$ cat src/rtl/core_pkg.sv
// Shared core definitions: default datapath widths, the NOP encoding and the
// ID/EX payload layout used by the pipeline registers.
package core_pkg;

    localparam int DEF_XLEN    = 32;
    localparam int DEF_RADDR_W = 5;

    localparam logic [31:0] NOP_INST = 32'h0000_0013;

    typedef struct packed {
        logic [DEF_XLEN-1:0]    inst;
        logic [DEF_XLEN-1:0]    inst_addr;
        logic [DEF_XLEN-1:0]    op1;
        logic [DEF_XLEN-1:0]    op2;
        logic [DEF_RADDR_W-1:0] rd_addr;
        logic                   reg_wen;
    } idex_payload_t;

    typedef enum logic [1:0] {
        ST_EMPTY = 2'd0,
        ST_BUSY  = 2'd1,
        ST_FULL  = 2'd2
    } skid_state_e;

endpackage

$ cat src/rtl/pipe_skid.sv
// Generic valid/ready pipeline register with an optional skid entry.
//   state    | meaning
//   ST_EMPTY | main empty, skid empty
//   ST_BUSY  | main full,  skid empty
//   ST_FULL  | main full,  skid full (only reachable with SKID=1)
module pipe_skid
    import core_pkg::*;
#(
    parameter int W    = 8,
    parameter bit SKID = 1'b1
) (
    input  logic         clk,
    input  logic         rst,
    input  logic         flush,
    input  logic         in_valid,
    output logic         in_ready,
    input  logic [W-1:0] in_data,
    output logic         out_valid,
    input  logic         out_ready,
    output logic [W-1:0] out_data
);

    skid_state_e  state, state_nxt;
    logic [W-1:0] main_q, skid_q;
    logic         accept, deliver;
    logic         load_main_in, load_main_skid, load_skid;

    assign out_valid = (state != ST_EMPTY);
    assign out_data  = main_q;
    assign accept    = in_valid && in_ready;
    assign deliver   = out_valid && out_ready;

    always_comb begin
        state_nxt      = state;
        load_main_in   = 1'b0;
        load_main_skid = 1'b0;
        load_skid      = 1'b0;
        case (state)
            ST_EMPTY: begin
                if (accept) begin
                    state_nxt    = ST_BUSY;
                    load_main_in = 1'b1;
                end
            end
            ST_BUSY: begin
                if (accept && deliver) begin
                    load_main_in = 1'b1;
                end else if (deliver) begin
                    state_nxt = ST_EMPTY;
                end else if (accept) begin
                    state_nxt = ST_FULL;
                    load_skid = 1'b1;
                end
            end
            ST_FULL: begin
                if (deliver) begin
                    state_nxt      = ST_BUSY;
                    load_main_skid = 1'b1;
                end
            end
            default: state_nxt = ST_EMPTY;
        endcase
        // Data loads may still fire under flush; the entries are invalid anyway.
        if (flush) begin
            state_nxt = ST_EMPTY;
        end
    end

    always_ff @(posedge clk) begin
        if (!rst) begin
            state <= ST_EMPTY;
        end else begin
            state <= state_nxt;
        end
    end

    always_ff @(posedge clk) begin
        if (load_main_in) begin
            main_q <= in_data;
        end else if (load_main_skid) begin
            main_q <= skid_q;
        end
        if (load_skid) begin
            skid_q <= in_data;
        end
    end

    generate
        if (SKID) begin : g_skid
            logic rdy_q;
            always_ff @(posedge clk) begin
                if (!rst) begin
                    rdy_q <= 1'b1;
                end else begin
                    rdy_q <= (state_nxt != ST_FULL);
                end
            end
            assign in_ready = rdy_q;
        end else begin : g_single
            assign in_ready = (state == ST_EMPTY) || out_ready;
        end
    endgenerate

endmodule

$ cat src/rtl/id_ex_stage.sv
// ID/EX pipeline register: packs the decoded payload through pipe_skid and
// presents a NOP with writeback disabled whenever no beat is valid.
module id_ex_stage
    import core_pkg::*;
#(
    parameter int XLEN    = DEF_XLEN,
    parameter int RADDR_W = DEF_RADDR_W,
    parameter bit SKID    = 1'b1
) (
    input  logic               clk,
    input  logic               rst,
    input  logic               flush,
    input  logic               in_valid,
    output logic               in_ready,
    input  logic [XLEN-1:0]    inst_i,
    input  logic [XLEN-1:0]    inst_addr_i,
    input  logic [XLEN-1:0]    op1_i,
    input  logic [XLEN-1:0]    op2_i,
    input  logic [RADDR_W-1:0] rd_addr_i,
    input  logic               reg_wen_i,
    output logic               out_valid,
    input  logic               out_ready,
    output logic [XLEN-1:0]    inst_o,
    output logic [XLEN-1:0]    inst_addr_o,
    output logic [XLEN-1:0]    op1_o,
    output logic [XLEN-1:0]    op2_o,
    output logic [RADDR_W-1:0] rd_addr_o,
    output logic               reg_wen_o
);

    // Same field order as idex_payload_t, but sized by this instance's parameters.
    typedef struct packed {
        logic [XLEN-1:0]    inst;
        logic [XLEN-1:0]    inst_addr;
        logic [XLEN-1:0]    op1;
        logic [XLEN-1:0]    op2;
        logic [RADDR_W-1:0] rd_addr;
        logic               reg_wen;
    } payload_t;

    payload_t in_p, out_p;

    assign in_p.inst      = inst_i;
    assign in_p.inst_addr = inst_addr_i;
    assign in_p.op1       = op1_i;
    assign in_p.op2       = op2_i;
    assign in_p.rd_addr   = rd_addr_i;
    assign in_p.reg_wen   = reg_wen_i;

    pipe_skid #(
        .W    ($bits(payload_t)),
        .SKID (SKID)
    ) u_pipe (
        .clk       (clk),
        .rst       (rst),
        .flush     (flush),
        .in_valid  (in_valid),
        .in_ready  (in_ready),
        .in_data   (in_p),
        .out_valid (out_valid),
        .out_ready (out_ready),
        .out_data  (out_p)
    );

    assign inst_o      = out_valid ? out_p.inst      : XLEN'(NOP_INST);
    assign inst_addr_o = out_valid ? out_p.inst_addr : '0;
    assign op1_o       = out_valid ? out_p.op1       : '0;
    assign op2_o       = out_valid ? out_p.op2       : '0;
    assign rd_addr_o   = out_valid ? out_p.rd_addr   : '0;
    assign reg_wen_o   = out_valid && out_p.reg_wen;

endmodule

$ cat config.mk
export PLATFORM = sky130hd
export DESIGN_NAME = id_ex_stage
export DESIGN_NICKNAME = d
export VERILOG_FILES = /design/src/rtl/core_pkg.sv /design/src/rtl/pipe_skid.sv /design/src/rtl/id_ex_stage.sv
export SDC_FILE = /design/constraint.sdc
export NUM_CORES = 1
export LEC_CHECK = 0
export ABC_AREA = 0
export CAP_MARGIN = 20
export CORE_MARGIN = 2
export CORE_UTILIZATION = 53
export DETAILED_ROUTE_END_ITERATION = 7
export MAX_ROUTING_LAYER = met4
export PLACE_DENSITY = 0.82
export RECOVER_POWER = 50
export SYNTH_ARGS = -nofsm -noshare
export SYNTH_HDL_FRONTEND = slang
export SYNTH_SLANG_ARGS = --single-unit
$ cat constraint.sdc
create_clock -name clk -period 14.27 [get_ports clk]
set_clock_uncertainty 0.05 [all_clocks]
set_input_delay 2.854 -clock clk [delete_from_list [all_inputs] [get_ports clk]]
set_output_delay 2.854 -clock clk [all_outputs]
set_load 0.01 [all_outputs]
# Word-level counts from Yosys, hierarchy flattened

Cells that the tools add are included.

Register bits after elaboration: 271
Bits of input ports: 139

Equal/unequal tests: 3
Mux-type cells: 22
Reductions and logical operators: 7

Operators by type and width:

| kind                                                | number |
|---|---|
| two-way mux 134 bit                                 | 2 |
| two-way mux 32 bit                                  | 4 |
| two-way mux 2 bit                                   | 6 |
| two-way mux 1 bit                                   | 7 |
| case mux 2 bit (3 select lines)                     | 1 |
| two-way mux 5 bit                                   | 1 |
| logical AND 1 bit                                   | 4 |
| nonzero test 2 bit                                  | 2 |
| equality test 2 x 1 -> 1 bit, second input constant | 1 |
| equality test 2 bit, second input constant          | 1 |
| zero test 2 bit                                     | 1 |
| != test 2 bit, second input constant                | 1 |
| case mux 1 bit (2 select lines)                     | 1 |

# Longest topological paths before layout

Depth in word-level cells: 7
Depth in mapped cells: 6
Depth with buffers taken out: 3

# Hierarchy

From an unflattened synthesis, not the netlist that was laid out.

Cell total of the unflattened synthesis: 585
Area, all modules: 11,028.1 µm²

By module, submodules not included:

| module      | instances | cells an instance | area each (µm²) | sequential area each (µm²) |
|---|---|---|---|---|
| pipe_skid   | 1         | 437               | 10,075.9        | 8,107.8 |
| id_ex_stage | 1         | 148               | 952.2           | 0.0 |

# Worst setup path after synthesis

OpenSTA, ideal clock, no wires.

Path type: input to register
Start point: input in_valid
End point: register u_pipe.skid_q[0], enable pin
Data arrival time: 8.600 ns
Path slack: 4.991 ns
Cell stages on the path: 2
Buffers on the path: 0
Cell sequence: nand3b_1 -> nor2_1

Cells in the longest elaborated chain, start to end: 5
Elaborated cells between the ends (all ways): 6

RTL lines:

| what                       | RTL line          | RTL |
|---|---|---|
| start, declared            | id_ex_stage.sv:13 | `input logic in_valid,` |
| logical AND 1 bit *        | pipe_skid.sv:30   | `assign accept = in_valid && in_ready;` |
| two-way mux 1 bit          | pipe_skid.sv:50   | `end else if (accept) begin` |
| two-way mux 1 bit          | pipe_skid.sv:48   | `end else if (deliver) begin` |
| two-way mux 1 bit *        | pipe_skid.sv:46   | `if (accept && deliver) begin` |
| two-way mux 1 bit *        | pipe_skid.sv:38   | `case (state)` |
| named net u_pipe.load_skid | pipe_skid.sv:26   | `logic load_main_in, load_main_skid, load_skid;` |
| end signal, assigned       | pipe_skid.sv:84   | `skid_q <= in_data;` |
| end, declared              | pipe_skid.sv:24   | `logic [W-1:0] main_q, skid_q;` |

The timed path passes the listed nets; every way through them passes the cells marked *.
A chain may end at the register's enable or synchronous reset.

# Final worst setup path

Start point: input out_ready
End point: register u_pipe.main_q[127], in the netlist u_pipe.out_data[127], enable pin

Cells in the longest elaborated chain, start to end: 5
Elaborated cells between the ends (all ways): 7

RTL lines:

| what                                  | RTL line          | RTL |
|---|---|---|
| start, declared                       | id_ex_stage.sv:22 | `input logic out_ready,` |
| logical AND 1 bit *                   | pipe_skid.sv:31   | `assign deliver = out_valid && out_ready;` |
| logical AND 1 bit                     | pipe_skid.sv:46   |  |
| two-way mux 1 bit                     | pipe_skid.sv:46   |  |
| case mux 1 bit (2 select lines)       | pipe_skid.sv:38   |  |
| nonzero test 2 bit (no source line) * | -                 |  |
| end signal, assigned                  | pipe_skid.sv:79   | `main_q <= in_data;` |
| end signal, assigned                  | pipe_skid.sv:81   | `main_q <= skid_q;` |
| end, declared                         | pipe_skid.sv:24   |  |

Every way passes the cells marked *; elsewhere a longest branch is shown, timed or not.

==> run metrics <==
status finished with violations; violated checks capacitance limit, slew limit; endpoints failing hold 0; Syn Nets 724; total setup buffers inserted after CTS 0; Max VDD drop 94.3 uV; count of pins over their slew limit 122; FP Rows 52; initial antenna violation count 11; cells after synthesis 585; Tmin final 8890 ps; routed vias 5965; startpoint types input pin; Reg clk slew, reported paths 60 ps; xor and xnor fraction of the mapped netlist area 0%; commonest non-fill, non-tap cell in the layout edfxtp_1; remaining antenna violation count after routing 0; GPL Wtd Cong 0.783; combinational family with the most area after synthesis multiplexers; Synth Area in Compound Gates 0.159%; sequential fraction of the synthesis area 73.8%; Fmax 112 MHz; Inserted Clock Buffers 27; # setup viols final 0; gr usage total 20.9%; Hold WS 477 ps; Post-Synth Simple-Gate Area 8.35%; drt drc 0; mapped cell area 11000 um^2; RSZ-0062 raised after global routing false; first-pass GRT wire length 34800 um; post-synthesis adder-cell area fraction 0%; mux contribution to synthesized area 15.5%; PostCTS Resize Cnt 0; worst min-delay path class reg -> reg; final core utilization 72.5%; Iter 0 DRT Violations 276; insertion delay to the later sink of the worst-skew pair 510 ps; fin nets 1005; most frequent cells in the layout edfxtp_1, dlygate4sd3_1, and2_1, clkdlybuf4s50_1, mux2_2; DR pass1 iterations 4; Die Area 21900 um^2; largest net degree at the start of global routing 136; drt total wl 22600 um; DP Wirelength 14500 um; # H-tree levels 1; clock root buffer clkbuf_16; clock tree buffer depth 3; flops & latches, synth 271; TNS Setup 0 ps; WL/cell 19.4 um; grt total ovfl 0; Avg Inst Size Synth 18.8 um^2; share of layout cells above drive strength 1 18.1%; Worst EP arrival 8970 ps; P&R area growth vs syn 33.9%; Distinct cells, synth 23; pwr/cell area 119 nW/um^2; # IOs 275; CTS tree built; Slew headroom -147%; Max-Cap Viols 2; Crit. End Element register; yosys warns 0; worst slew pin tran 3710 ps; Lkg Pwr 5.15 nW; number of global-route vias before repair 6453; core region area 20300 um^2; hold bufs inserted after CTS 0; fin crit share 62.3%; Port-buffer cells 274; Starting Density 54.1%; Critical Path RT 14350 ps; Critical Path Fanout Max 79; Die Span Y 148 um; Crit Path Class in -> reg; Via density 5.11; Die W 148 um; CTS sink count 271
## routing by layer
| layer | wire length [um] | track usage, % | part of all wire [%] | vias up |
|---|---|---|---|---|
| li1 | - | - | - | 2759 |
| met3 | 1840 | 6.17 | 8.1 | 55 |
| met4 | 714 | 6.76 | 3.2 | 0 |
| met2 | 11000 | 33.2 | 49 | 249 |
| met5 | 0 | - | 0 | - |
| met1 | 9040 | 26.1 | 40 | 2902 |
## stage by stage
| step | instance area [um^2] | instances | power, mW | setup slack (ps) |
|---|---|---|---|---|
| 2_1_floorplan | 11000 | 585 | 1.02 | 4990 |
| 3_3_place_gp | 13900 | 1105 | 1.09 | 7570 |
| 3_5_place_dp | 13900 | 1105 | 1.10 | 7390 |
| 4_1_cts | 14700 | 1154 | 1.78 | 7940 |
| 5_1_grt | 14700 | 1167 | 1.81 | 4830 |
| 6_report | 14700 | 1168 | 1.75 | 5380 |
## sequential cells by signal (all words and copies together), names as in the netlist
signal and cells:
u_pipe.state 2, u_pipe.in_ready 1, u_pipe.skid_q 134, u_pipe.out_data 134
## cells by family (layout without fill, tap and decap cells)
kind of cell,after synthesis,after routing
other,0,12
AND/OR/NAND/NOR,146,146
multiplexers,135,135
flip-flops,271,271
AO/OA/AOI/OAI,2,2
buffers and inverters,31,332
## final timing paths
path                           startpoint                              to  slack, ps  cells past startpoint
min reg2reg  u_pipe.skid_q[130]$_DFFE_PP_  u_pipe.out_data[130]$_DFFE_PP_        480                      1
max                             out_ready  u_pipe.out_data[127]$_DFFE_PP_       5380                      7
min          u_pipe.skid_q[130]$_DFFE_PP_  u_pipe.out_data[130]$_DFFE_PP_        480                      1
max reg2reg    u_pipe.state[1]$_SDFF_PN0_  u_pipe.out_data[127]$_DFFE_PP_       8050                      6
## where the power goes
| group | leakage (nW) | total (mW) | internal, mW | switching, mW |
|---|---|---|---|---|
| combinational | 2.20 | 0.152 | 0.0859 | 0.0660 |
| sequential | 2.54 | 0.921 | 0.914 | 0.00701 |
| clock | 0.413 | 0.679 | 0.398 | 0.281 |
## critical path, cell delays in order
cell           delay, ps
dlygate4sd3_1        650
nand2b_1             270
nor2b_2              180
clkbuf_1            1070
clkbuf_1            2120
a31o_4               760
buf_4                930
## cells in the mapped netlist
master / instances / area [um^2]
nor3_1: 2 / 10.0
mux2_2: 86 / 968
inv_1: 2 / 7.51
nand2_1: 3 / 11.3
nor2b_4: 1 / 13.8
buf_8: 2 / 30.0
nand3b_1: 1 / 7.51
and2_1: 131 / 820
nor2_1: 1 / 3.75
buf_6: 1 / 11.3
or3_1: 1 / 6.26
mux2_4: 49 / 736
dfxtp_1: 3 / 60.1
edfxtp_1: 268 / 8050
and3_1: 1 / 6.26
a31o_2: 1 / 8.76
nand2b_1: 4 / 25.0
o221ai_1: 1 / 8.76
buf_4: 8 / 60.1
buf_12: 4 / 80.1
clkbuf_2: 1 / 5.00
clkbuf_1: 13 / 48.8
nand2b_4: 1 / 13.8
## area by class of cell
| type | instances | area [um^2] |
|---|---|---|
| repair buffers | 281 | 2800 |
| multi-input cells | 283 | 2590 |
| inverters | 2 | 7.51 |
| fillers | 1280 | 5580 |
| well taps | 270 | 338 |
| flip-flops and latches | 271 | 8110 |
| clock buffers | 31 | 691 |
| diodes | 12 | 30.0 |
| clock inverters | 18 | 155 |
Note: power is estimated with default switching activity, not from simulation.
